--- src/rtl/lsu_ecc_scrub.sv ---
// lsu_ecc_scrub: captures corrected single-bit DCCM ECC errors as they leave
// dc3 and queues write-backs of the corrected data to scrub the DCCM.
//
// Configuration macro: RV_ECC_SCRUB_CNT_EN
//   defined   -> scrub_cnt counts enqueued entries (saturating at 16'hFFFF)
//   undefined -> scrub_cnt is tied to zero and no counter flops exist
//
// Handshake: scrub_wr_req is asserted while the queue holds an entry.
// scrub_wr_addr/scrub_wr_data show the head entry and hold steady until a
// cycle with scrub_wr_req & dccm_wr_gnt, which retires exactly one entry.
// dccm_wr_gnt is ignored whenever scrub_wr_req is low.
module lsu_ecc_scrub #(
    parameter int DCCM_BITS = 16,
    parameter int DEPTH     = 4
) (
    input  logic                 clk,
    input  logic                 rst,
    input  logic                 single_ecc_error_hi_dc3,
    input  logic                 single_ecc_error_lo_dc3,
    input  logic                 lsu_double_ecc_error_dc3,
    input  logic [31:0]          store_ecc_datafn_hi_dc3,
    input  logic [31:0]          store_ecc_datafn_lo_dc3,
    input  logic [DCCM_BITS-1:0] lsu_addr_dc3,
    input  logic [DCCM_BITS-1:0] end_addr_dc3,
    input  logic                 flush_dc4,
    input  logic                 flush_dc5,
    input  logic                 dccm_wr_gnt,
    output logic                 scrub_wr_req,
    output logic [DCCM_BITS-1:0] scrub_wr_addr,
    output logic [31:0]          scrub_wr_data,
    output logic                 scrub_busy,
    output logic                 scrub_ovf,
    output logic [15:0]          scrub_cnt,
    output logic                 scrub_fsm_state
);

    localparam int PTR_W = $clog2(DEPTH);
    localparam int CNT_W = PTR_W + 1;
    localparam int ENT_W = DCCM_BITS + 32;

    typedef enum logic {
        IDLE = 1'b0,
        REQ  = 1'b1
    } state_t;

    // Word-align the bank addresses; masking keeps every input bit in use.
    localparam logic [DCCM_BITS-1:0] WORD_MASK = ~DCCM_BITS'(3);

    logic                 dc4_err_hi, dc4_err_lo;
    logic [31:0]          dc4_data_hi, dc4_data_lo;
    logic [DCCM_BITS-1:0] dc4_addr_hi, dc4_addr_lo;
    logic                 dc5_err_hi, dc5_err_lo;
    logic [31:0]          dc5_data_hi, dc5_data_lo;
    logic [DCCM_BITS-1:0] dc5_addr_hi, dc5_addr_lo;

    logic [ENT_W-1:0] mem [DEPTH];
    logic [PTR_W-1:0] wr_ptr, rd_ptr;
    logic [CNT_W-1:0] count, count_next;
    state_t           state, state_next;

    logic             enq_lo, enq_hi, deq, accept;
    logic [1:0]       n_need, n_acc;
    logic [CNT_W:0]   free_slots;
    logic [ENT_W-1:0] head;

    // Pipeline the error report through dc4 and dc5; a flush kills the stage's valids.
    always_ff @(posedge clk or posedge rst) begin
        if (rst) begin
            dc4_err_hi  <= 1'b0;
            dc4_err_lo  <= 1'b0;
            dc4_data_hi <= '0;
            dc4_data_lo <= '0;
            dc4_addr_hi <= '0;
            dc4_addr_lo <= '0;
            dc5_err_hi  <= 1'b0;
            dc5_err_lo  <= 1'b0;
            dc5_data_hi <= '0;
            dc5_data_lo <= '0;
            dc5_addr_hi <= '0;
            dc5_addr_lo <= '0;
        end else begin
            dc4_err_hi  <= single_ecc_error_hi_dc3 & ~lsu_double_ecc_error_dc3;
            dc4_err_lo  <= single_ecc_error_lo_dc3 & ~lsu_double_ecc_error_dc3;
            dc4_data_hi <= store_ecc_datafn_hi_dc3;
            dc4_data_lo <= store_ecc_datafn_lo_dc3;
            dc4_addr_hi <= end_addr_dc3 & WORD_MASK;
            dc4_addr_lo <= lsu_addr_dc3 & WORD_MASK;
            dc5_err_hi  <= dc4_err_hi & ~flush_dc4;
            dc5_err_lo  <= dc4_err_lo & ~flush_dc4;
            dc5_data_hi <= dc4_data_hi;
            dc5_data_lo <= dc4_data_lo;
            dc5_addr_hi <= dc4_addr_hi;
            dc5_addr_lo <= dc4_addr_lo;
        end
    end

    // Enqueue/dequeue decision: an access is all-or-nothing, and a same-cycle
    // dequeue frees a slot for it.
    always_comb begin
        enq_lo     = dc5_err_lo & ~flush_dc5;
        enq_hi     = dc5_err_hi & ~flush_dc5;
        n_need     = {1'b0, enq_lo} + {1'b0, enq_hi};
        deq        = (state == REQ) & dccm_wr_gnt;
        free_slots = (CNT_W+1)'(DEPTH) - {1'b0, count} + (CNT_W+1)'(deq);
        accept     = free_slots >= (CNT_W+1)'(n_need);
        n_acc      = accept ? n_need : 2'd0;
        count_next = count + CNT_W'(n_acc) - CNT_W'(deq);
    end

    // Queue storage; lo goes in ahead of hi. Contents need no reset since the
    // outputs are gated by scrub_wr_req.
    always_ff @(posedge clk) begin
        if (accept && enq_lo) begin
            mem[wr_ptr] <= {dc5_addr_lo, dc5_data_lo};
        end
        if (accept && enq_hi) begin
            mem[enq_lo ? wr_ptr + PTR_W'(1) : wr_ptr] <= {dc5_addr_hi, dc5_data_hi};
        end
    end

    // Queue pointers, occupancy and the sticky drop flag.
    always_ff @(posedge clk or posedge rst) begin
        if (rst) begin
            wr_ptr    <= '0;
            rd_ptr    <= '0;
            count     <= '0;
            scrub_ovf <= 1'b0;
        end else begin
            wr_ptr <= wr_ptr + PTR_W'(n_acc);
            rd_ptr <= rd_ptr + PTR_W'(deq);
            count  <= count_next;
            if (!accept) begin
                scrub_ovf <= 1'b1;
            end
        end
    end

    // FSM state register.
    always_ff @(posedge clk or posedge rst) begin
        if (rst) begin
            state <= IDLE;
        end else begin
            state <= state_next;
        end
    end

    // FSM next state: look at the post-update count so a fresh entry raises
    // the request on the same edge it is written.
    always_comb begin
        state_next = state;
        unique case (state)
            IDLE: if (count_next != '0) state_next = REQ;
            REQ:  if (deq && (count_next == '0)) state_next = IDLE;
            default: state_next = IDLE;
        endcase
    end

    // Write-back outputs come straight from the head entry.
    always_comb begin
        head            = mem[rd_ptr];
        scrub_wr_req    = (state == REQ);
        scrub_wr_addr   = scrub_wr_req ? head[ENT_W-1:32] : '0;
        scrub_wr_data   = scrub_wr_req ? head[31:0] : '0;
        scrub_busy      = (count != '0);
        scrub_fsm_state = state;
    end

`ifdef RV_ECC_SCRUB_CNT_EN
    logic [15:0] cnt_q;
    logic [16:0] cnt_sum;

    assign cnt_sum = {1'b0, cnt_q} + 17'(n_acc);

    // Corrected-error counter, saturating at all ones.
    always_ff @(posedge clk or posedge rst) begin
        if (rst) begin
            cnt_q <= '0;
        end else if (cnt_sum[16]) begin
            cnt_q <= 16'hFFFF;
        end else begin
            cnt_q <= cnt_sum[15:0];
        end
    end

    assign scrub_cnt = cnt_q;
`else
    assign scrub_cnt = '0;
`endif

endmodule

--- config.mk ---
export PLATFORM = sky130hd
export DESIGN_NAME = lsu_ecc_scrub
export DESIGN_NICKNAME = d
export VERILOG_FILES = /design/src/rtl/lsu_ecc_scrub.sv
export SDC_FILE = /design/constraint.sdc
export NUM_CORES = 1
export LEC_CHECK = 0
export ABC_CLOCK_PERIOD_IN_PS = 10200
export BUFFER_PORTS_ARGS = -buffer_cell sky130_fd_sc_hd__buf_2
export CORE_UTILIZATION = 45
export DETAILED_ROUTE_END_ITERATION = 8
export SETUP_SLACK_MARGIN = 0.2
export SYNTH_ARGS = -nofsm -noshare
export SYNTH_HDL_FRONTEND = slang
export SYNTH_SLANG_ARGS = --single-unit
--- constraint.sdc ---
create_clock -name clk -period 10.2 [get_ports clk]
set_input_delay 1.02 -clock clk [delete_from_list [all_inputs] [get_ports clk]]
set_output_delay 1.02 -clock clk [all_outputs]
set_load 0.005 [all_outputs]
==> flow_summary_export.csv, run 1 <==
group,metric,value,unit
finish,final_area,17820,um^2
routing,first_pass_iters,4,
floorplanning,core-area,33450,um^2
placed_design,pre_cts_ws,5639,ps
routing,drtIter0Drc,324,
cts,insertion_delay,540,ps
routing,vias_per_cell,4.874,
timing,final-max-slew-violation-count,0,
synthesis,synth_top_flop_cell,"dfrtp_1",
placed_design,portBuffers,149,
critical_path,critPathTopFamily,"adder cells",
critical_path,slowest_delay,1040,ps
synthesis,synth_seq_cells,381,
finish,drive_gt1_share,46.54,%
critical_path,critical_path_required,10600,ps
critical_path,path_buf_inv,4,
power,p_total,4108,uW
grt,grt_max_degree,118,
routing,wl_per_cell,19.47,um
synthesis,ys_seq_area_share,68.49,%
synthesis,synth-edff-count,184,
finish,final_nets,1070,
timing,clock-skew-final,21.02,ps
finish,final_common_cell,"dfrtp_1",
critical_path,path_common_cell,"ha_1",
critical_path,crit_chain,"nand2_1, ha_1, inv_1, ha_1, ha_1, a221oi_2, buf_4, nand2b_1, ha_1, inv_1, ha_1, inv_1, fa_1, xor2_1, xnor2_1, or4_1",
routing,final_antenna_net_count,0,
placed_design,place_hpwl,15620,um
synthesis,async_reset_ff_share,51.71,%
timing,whs,335.3,ps
hold_path,whs_path_depth,0,
cts,htreeDepth,2,
power,internal-power,3079,uW
timing,timing.final.ws_setup,5749,ps
critical_path,cp.arrival,4850,ps
grt,antenna_found_initial,0,
synthesis,postSynthAreaPerCell,19.50,um^2
floorplanning,die_h,186.2,um
timing,finalSetupViolations,0,
critical_path,regToRegEndpoint,"scrub_fsm_state",
synthesis,ys_types,38,
timing,hold_viol_final,0,
power,swShare,25.04,%
floorplanning,initial_core_util,45.64,%
finish,area_growth,16.75,%
timing,fin_crit_sh,43.64,%
floorplanning,die_w,186.2,um
synthesis,synth.largest_area_cell,"edfxtp_1",
routing,drc_errors,0,
critical_path,cp.depth,16,
cts,cts_resized,0,
synthesis,synth_area,15260,um^2
finish,final_cell_mix,"194 x dfrtp_1, 184 x edfxtp_1, 149 x buf_2, 120 x mux2_4, 50 x clkbuf_16",
critical_path,critical_path_class,"reg -> reg",
power,switchingPower,1029,uW
cts,cts_tree,"done",
synthesis,ys_top_cells_by_area,"edfxtp_1 36%, dfrtp_1 32%, mux2_4 12%",
power,power_frac_clock,36.9,%
synthesis,syn_inst,783,
hold_path,hold_path_startpoint,"dc4_data_hi[31]",
cts,cts.root.buffer_cell,"clkbuf_16",
grt,grt_pass1_vias,7461,
timing,post-route-min-period,4451,ps
timing,relSlewSlack,30.88,%
power,pwr_density_cell,230.5,nW/um^2
power,seqPwrFrac,44.6,%
synthesis,synth_warnings,0,
hold_path,min_path_type,"reg -> reg",
critical_path,endpoint_kind,"flop",
routing,vias,6979,
hold_path,whs_endpoint,"dc5_data_hi[31]",
critical_path,r2r_slack,5750,ps
timing,rsz0062_at_grt,"no",
cts,cts_hold_buf,0,
critical_path,worstReg2RegStart,"scrub_fsm_state",
routing,wl,27880,um
critical_path,start_kind,"flop",
cts,cts_post_setup_buffers_inserted,0,
cts,cts_made_buffers,41,
power,power_leakage,0.007125,uW
placed_design,placedInstanceArea,16380,um^2
timing,tns,0,ps
timing,worstMarginPinSlew,1037,ps
cts,clkTransAtPathRegs,60,ps
finish,diodes,0,
synthesis,synth_top_area_share,36.20,%
power,peakVddDrop,0.0001302,V
timing,max_freq,224.7,MHz
critical_path,crit_fanout,50,
flow_run,maxCapViolations,0,
grt,grt_pass1_wl,42720,um
power,p_comb_share,18.5,%
run_status,outcome,"finished clean",
cts,numClockSinks,381,
grt,gr-total-overflow,0,
cts,clock_path_buffers,3,
grt,grtUsageTotal,16.89,%
critical_path,cp_slowest_cell,"dfrtp_2",
floorplanning,pin_count,172,
critical_path,reg2reg_depth,16,
placed_design,gp_congestion,0.7085,
floorplanning,die_area,34660,um^2
floorplanning,num_rows,67,
==> state kept, by name, indices dropped and copies added (netlist names) <==
name             cells
count                3
dc4_addr_hi         14
dc4_addr_lo         14
dc4_data_hi         32
dc4_data_lo         32
dc4_err_hi           1
dc4_err_lo           1
dc5_addr_hi         14
dc5_addr_lo         14
dc5_data_hi         32
dc5_data_lo         32
dc5_err_hi           1
dc5_err_lo           1
mem                184
rd_ptr               2
scrub_fsm_state      1
scrub_ovf            1
wr_ptr               2
==> layer usage <==
layer | vias to the layer above | GRT usage (%) | wire [um]
li1 | 3202 | - | -
met1 | 3570 | 21.17 | 11850
met2 | 162 | 29.24 | 14050
met3 | 45 | 3.524 | 1419
met4 | 0 | 5.541 | 557
met5 | - | 0 | 0
==> synth_stat cells (3+ instances only) <==
master	n
mux2_4	120
a21oi_1	3
clkbuf_1	8
nor3b_1	3
edfxtp_1	184
mux2_2	48
inv_1	10
and2_1	46
buf_4	20
buf_6	17
buf_2	6
nand2_1	5
mux2_1	16
nor2_4	3
xnor2_1	3
o21ai_1	3
xor2_1	3
dfrtp_1	197
ha_1	13
mux4_2	46
nor2b_1	7
==> final cells by class <==
type / count / area (um^2)
Inverter: 10 / 45.04
Tap cell: 448 / 560.5
Clock buffer: 62 / 1366
Sequential cell: 381 / 10460
Timing Repair Buffer: 162 / 843.3
Fill cell: 2702 / 15630
Clock inverter: 13 / 76.32
Multi-Input combinational cell: 356 / 4468
==> worst reg2reg max path: stages, from the launching register on <==
cell	delay [ps]
dfrtp_2	1040
nand2_1	210
ha_1	260
inv_1	50
ha_1	220
ha_1	280
a221oi_2	230
buf_4	290
nand2b_1	170
ha_1	230
inv_1	50
ha_1	130
inv_1	40
fa_1	370
xor2_1	160
xnor2_1	130
or4_1	460
==> per-stage QoR <==
step           util (%)  cells
6_report          53.28   1432
3_5_place_dp      48.97   1357
5_1_grt           53.28   1432
4_1_cts           53.28   1432
3_3_place_gp      48.97   1357
2_1_floorplan         -    800
==> cell families after synthesis <==
group	after synthesis	share of synthesized area [%]
AOI/OAI and AO/OA	9	0.3934
xor gates and xnor gates	6	0.3443
adders and majority gates	14	1.197
buffers and inverters	63	2.926
DFF	381	68.49
muxes	230	23.31
other	1	0.02457
and+or+nand+nor	79	3.312
==> how the worst max path moves through the flow <==
| stage | startpoint | to | slack [ps] |
|---|---|---|---|
| floorplan | rst | count[0] | 3810 |
| global placement | scrub_fsm_state | mem[2][0] | 5640 |
| detailed placement | scrub_fsm_state | scrub_fsm_state | 5640 |
| CTS | scrub_fsm_state | scrub_fsm_state | 5640 |
| global route | scrub_fsm_state | scrub_fsm_state | 5350 |
| finish | scrub_fsm_state | scrub_fsm_state | 5750 |
==> power groups by stage <==
stage          sequential, uW  combinational [uW]  clock [uW]
5_1_grt                  1850                 844        1620
6_report                 1830                 759        1520
3_3_place_gp             1860                 774           0
2_1_floorplan            1800                 569           0
3_5_place_dp             1860                 779           0
4_1_cts                  1840                 781        1560
(Power assumes the default switching activity.)
==> run 2, diff against run 1 <==
- ABC_CLOCK_PERIOD_IN_PS: 10200 -> 3970
- PLACE_DENSITY: not set -> 0.66
- clock period: 10.2 -> 3.97 ns (I/O delays scaled with it)
==> flow_summary_export.csv, run 2 (synthesis results as in run 1) <==
group,metric,value,unit
floorplanning,die_area,34660,um^2
finish,final_cell_mix,"193 x dfrtp_1, 184 x edfxtp_1, 149 x buf_2, 120 x mux2_4, 95 x dlygate4sd3_1",
timing,timing.final.ws_setup,282.5,ps
critical_path,path_buf_inv,4,
timing,fin_crit_sh,92.89,%
placed_design,pre_cts_ws,131.5,ps
placed_design,place_hpwl,16240,um
floorplanning,die_h,186.2,um
finish,largest_reg_flops,184,
timing,clock-skew-final,14.18,ps
cts,insertion_delay,550,ps
timing,relSlewSlack,22.07,%
critical_path,start_kind,"flop",
critical_path,crit_fanout,28,
critical_path,cp.arrival,3970,ps
routing,final_antenna_net_count,0,
grt,antenna_found_initial,0,
critical_path,path_common_cell,"ha_1",
finish,final_cell_count_no_fill,1539,
critical_path,cp_slowest_cell,"nor2_4",
floorplanning,initial_core_util,45.64,%
floorplanning,die_w,186.2,um
finish,drive_gt1_share,43.17,%
cts,clkTransAtPathRegs,60,ps
cts,numClockSinks,381,
timing,rsz0062_at_grt,"yes",
critical_path,reg2reg_depth,11,
timing,worstMarginPinSlew,1168,ps
timing,tns,0,ps
cts,htreeDepth,2,
run_status,outcome,"finished clean",
flow_run,maxCapViolations,0,
placed_design,portBuffers,149,
routing,first_pass_iters,4,
cts,clock_path_buffers,3,
routing,wl,29260,um
placed_design,dp.cells,1363,
timing,post-route-min-period,3688,ps
floorplanning,num_rows,67,
finish,diodes,0,
critical_path,critPathTopFamily,"buffers and inverters",
power,peakVddDrop,0.0003975,V
placed_design,gp_congestion,0.7242,
finish,top_register,"mem",
finish,final_nets,1176,
routing,drc_errors,0,
grt,grt_pass1_vias,7896,
routing,vias,7480,
cts,cts_made_buffers,41,
critical_path,cp.depth,11,
critical_path,crit_chain,"nand2_1, ha_1, inv_1, ha_1, ha_1, a221oi_4, buf_12, buf_12, nor2_4, buf_4, mux2_2",
grt,grtUsageTotal,17.45,%
timing,finalSetupViolations,0,
timing,max_freq,271.2,MHz
cts,cts_tree,"done",
timing,final-max-slew-violation-count,0,
finish,final_common_cell,"dfrtp_1",
grt,gr-total-overflow,0,
critical_path,critical_path_required,4250,ps
cts,cts.root.buffer_cell,"clkbuf_16",
routing,wl_per_cell,19.01,um
timing,hold_viol_final,0,
routing,drtIter0Drc,254,
routing,vias_per_cell,4.860,
grt,grt_pass1_wl,44620,um
finish,area_growth,24.39,%
hold_path,min_path_type,"in -> reg",
critical_path,slowest_delay,710,ps
timing,whs,77.21,ps
floorplanning,core-area,33450,um^2
hold_path,whs_path_depth,2,
floorplanning,pin_count,172,
power,pwr_density_cell,579.4,nW/um^2
grt,grt_max_degree,120,
critical_path,critical_path_class,"reg -> reg",
power,power_leakage,0.007616,uW
critical_path,endpoint_kind,"flop",
[run 2: changes by cell type in the layout (fill, tap and decap cells not counted), sizes merged]
| cell | change |
|---|---|
| buf | +10 |
| dlygate4sd3 | +95 |
| bufinv | +6 |
| clkbuf | -2 |
| nor2 | +1 |
| clkinv | -3 |
[run 2: per-layer routing]
metal  GRT usage [%]  vias up  routed length [um]
met1           22.13     3816               12600
met2           30.30      185               14800
met5               0        -                   0
met3           2.862       63                1134
li1                -     3416                   -
met4           6.230        0                 725
[run 2: final timing paths]
kind                                               from         endpoint  slack [ps]
worst max register to register          scrub_fsm_state       mem[2][45]         280
worst min register to register           dc4_addr_hi[2]   dc5_addr_hi[2]         340
worst max-delay path                    scrub_fsm_state       mem[2][45]         280
worst min-delay path            single_ecc_error_hi_dc3       dc4_err_hi          80
min in group asynchronous                           rst   dc5_addr_hi[9]         530
max in group asynchronous                           rst  dc4_data_hi[25]        2470
[run 2: stage by stage]
step | utilization, % | total power, uW | area (um^2)
global placement | 49.16 | 6812 | 16440
global route | 56.77 | 11490 | 18990
floorplan | - | 6074 | 15330
finish | 56.77 | 11000 | 18990
CTS | 56.51 | 11050 | 18900
detailed placement | 49.16 | 6839 | 16440
[run 2: report_power, final]
part           leakage, uW  switching (uW)  internal, uW  total, uW
clock             0.000745            1520          2590       4120
combinational      0.00292             930          1250       2180
sequential         0.00396             269          4440       4710
[run 2: repair_timing]
action                                  CTS  global route
hold endpoints to repair                124             0
hold buffers                             95             0
endpoints found under the setup margin    0             1
gates resized for setup                   0             4
buffers inserted                          0             4
[run 2: final cells by class]
cell class / count / area (um^2)
Timing Repair Buffer: 267 / 1919
Tap cell: 448 / 560.5
Multi-Input combinational cell: 357 / 4496
Sequential cell: 381 / 10460
Fill cell: 2519 / 14460
Inverter: 10 / 41.29
Clock buffer: 60 / 1252
Clock inverter: 16 / 255.2
==> run 3, diff against run 2 <==
- REMOVE_ABC_BUFFERS: not set -> 1
==> flow_summary_export.csv, run 3 (synthesis results as in run 1) <==
group,metric,value,unit
finish,final_nets,1167,
power,power_leakage,0.007481,uW
timing,fin_crit_sh,90.54,%
routing,drtIter0Drc,252,
floorplanning,die_w,186.2,um
critical_path,start_kind,"flop",
floorplanning,core-area,33450,um^2
power,peakVddDrop,0.0003616,V
timing,post-route-min-period,3595,ps
floorplanning,initial_core_util,45.64,%
finish,largest_reg_flops,184,
cts,numClockSinks,381,
finish,drive_gt1_share,41.91,%
finish,nFillCells,2547,
timing,final-max-slew-violation-count,0,
finish,area_growth,22.51,%
floorplanning,die_h,186.2,um
finish,final_area,18700,um^2
cts,cts_tree,"done",
timing,clock-skew-final,17.82,ps
placed_design,dp.cells,1361,
finish,fin_util,55.91,%
floorplanning,num_rows,67,
cts,clock_path_buffers,3,
run_status,outcome,"finished clean",
cts,insertion_delay,530,ps
timing,max_freq,278.2,MHz
critical_path,critical_path_required,4250,ps
timing,whs,38.72,ps
cts,cts.root.buffer_cell,"clkbuf_16",
routing,vias_per_cell,4.836,
critical_path,cp.arrival,3870,ps
cts,htreeDepth,2,
critical_path,crit_fanout,26,
flow_run,maxCapViolations,0,
cts,clkTransAtPathRegs,60,ps
routing,wl_per_cell,18.96,um
timing,relSlewSlack,29.21,%
placed_design,gp_congestion,0.7088,
grt,grtUsageTotal,17.19,%
grt,grt_max_degree,129,
placed_design,place_hpwl,16350,um
timing,finalSetupViolations,0,
timing,hold_viol_final,0,
timing,worstMarginPinSlew,1059,ps
routing,drc_errors,0,
finish,final_cell_mix,"194 x dfrtp_1, 184 x edfxtp_1, 149 x buf_2, 120 x mux2_4, 93 x dlygate4sd3_1",
hold_path,min_path_type,"in -> async",
placed_design,placedInstanceArea,16460,um^2
grt,grt_pass1_vias,7790,
routing,first_pass_iters,4,
floorplanning,die_area,34660,um^2
finish,top_register,"mem",
critical_path,critical_path_class,"reg -> reg",
grt,antenna_found_initial,0,
grt,gr-total-overflow,0,
floorplanning,pin_count,172,
power,pwr_density_cell,558.1,nW/um^2
finish,final_cell_count_no_fill,1529,
routing,final_antenna_net_count,0,
finish,diodes,0,
timing,rsz0062_at_grt,"no",
timing,tns,0,ps
routing,wl,29000,um
critical_path,endpoint_kind,"flop",
cts,cts_made_buffers,41,
routing,vias,7395,
grt,grt_pass1_wl,43650,um
cts,cts_resized,0,
finish,final_common_cell,"dfrtp_1",
placed_design,portBuffers,149,
## run 3: cell count changes in the layout (fill, tap and decap cells not counted), sizes merged, moves of 2 or more
cell / change
inv: +3
clkbuf: +3
buf: -6
dlygate4sd3: -2
bufinv: -5
## run 3: metrics by stage
stage               setup WS, ps  power [uW]
floorplan                  -1796        6029
global placement           204.0        6820
detailed placement         209.0        6848
CTS                        326.4       10590
global route               210.7       10940
finish                     375.5       10440
## run 3: power by group
group | switching [uW] | internal (uW)
registers | 243 | 4440
clock network | 1470 | 2190
logic | 911 | 1190
## run 3: area by class of cell
class | instances | area [um^2] | area share [%]
tap | 448 | 560.5 | 2.997
inverter | 10 | 45.04 | 0.2409
timing repair buffer | 259 | 1854 | 9.916
clock buffer | 63 | 1221 | 6.530
sequential | 381 | 10460 | 55.94
clock inverter | 12 | 90.09 | 0.4817
multi-input combinational | 356 | 4468 | 23.89
## run 3: path summary, 6_finish.rpt
kind / startpoint / to / slack [ps] / cells past startpoint
max reg2reg: scrub_fsm_state / mem[1][2] / 380 / 10
max: scrub_fsm_state / mem[1][2] / 380 / 10
min reg2reg: dc4_addr_hi[14] / dc5_addr_hi[14] / 340 / 0
min: rst / dc4_addr_lo[9] / 40 / 2
min in group clk: flush_dc4 / dc5_err_lo / 40 / 2
max in group asynchronous: rst / dc4_data_lo[25] / 2870 / 3
## run 3: routing by layer
layer | wire, um | track usage [%]
met4 | 491 | 4.656
met1 | 11900 | 21.16
met2 | 15400 | 31.13
met5 | 0 | 0
met3 | 1207 | 2.979
## run 3: what timing repair did
| action | 4_1_cts | 5_1_grt |
|---|---|---|
| setup buffers | 0 | 0 |
| hold buffers | 93 | 0 |
| endpoints found under the hold margin | 93 | 0 |
| setup endpoints to repair | 0 | 0 |
## run 3: critical path, cell delays in order (launching register included)
cell	delay [ps]
dfrtp_2	390
nand2_1	90
ha_1	160
inv_1	40
ha_1	270
ha_1	290
a221oi_2	70
buf_4	190
nor2_4	790
buf_4	620
mux2_2	400
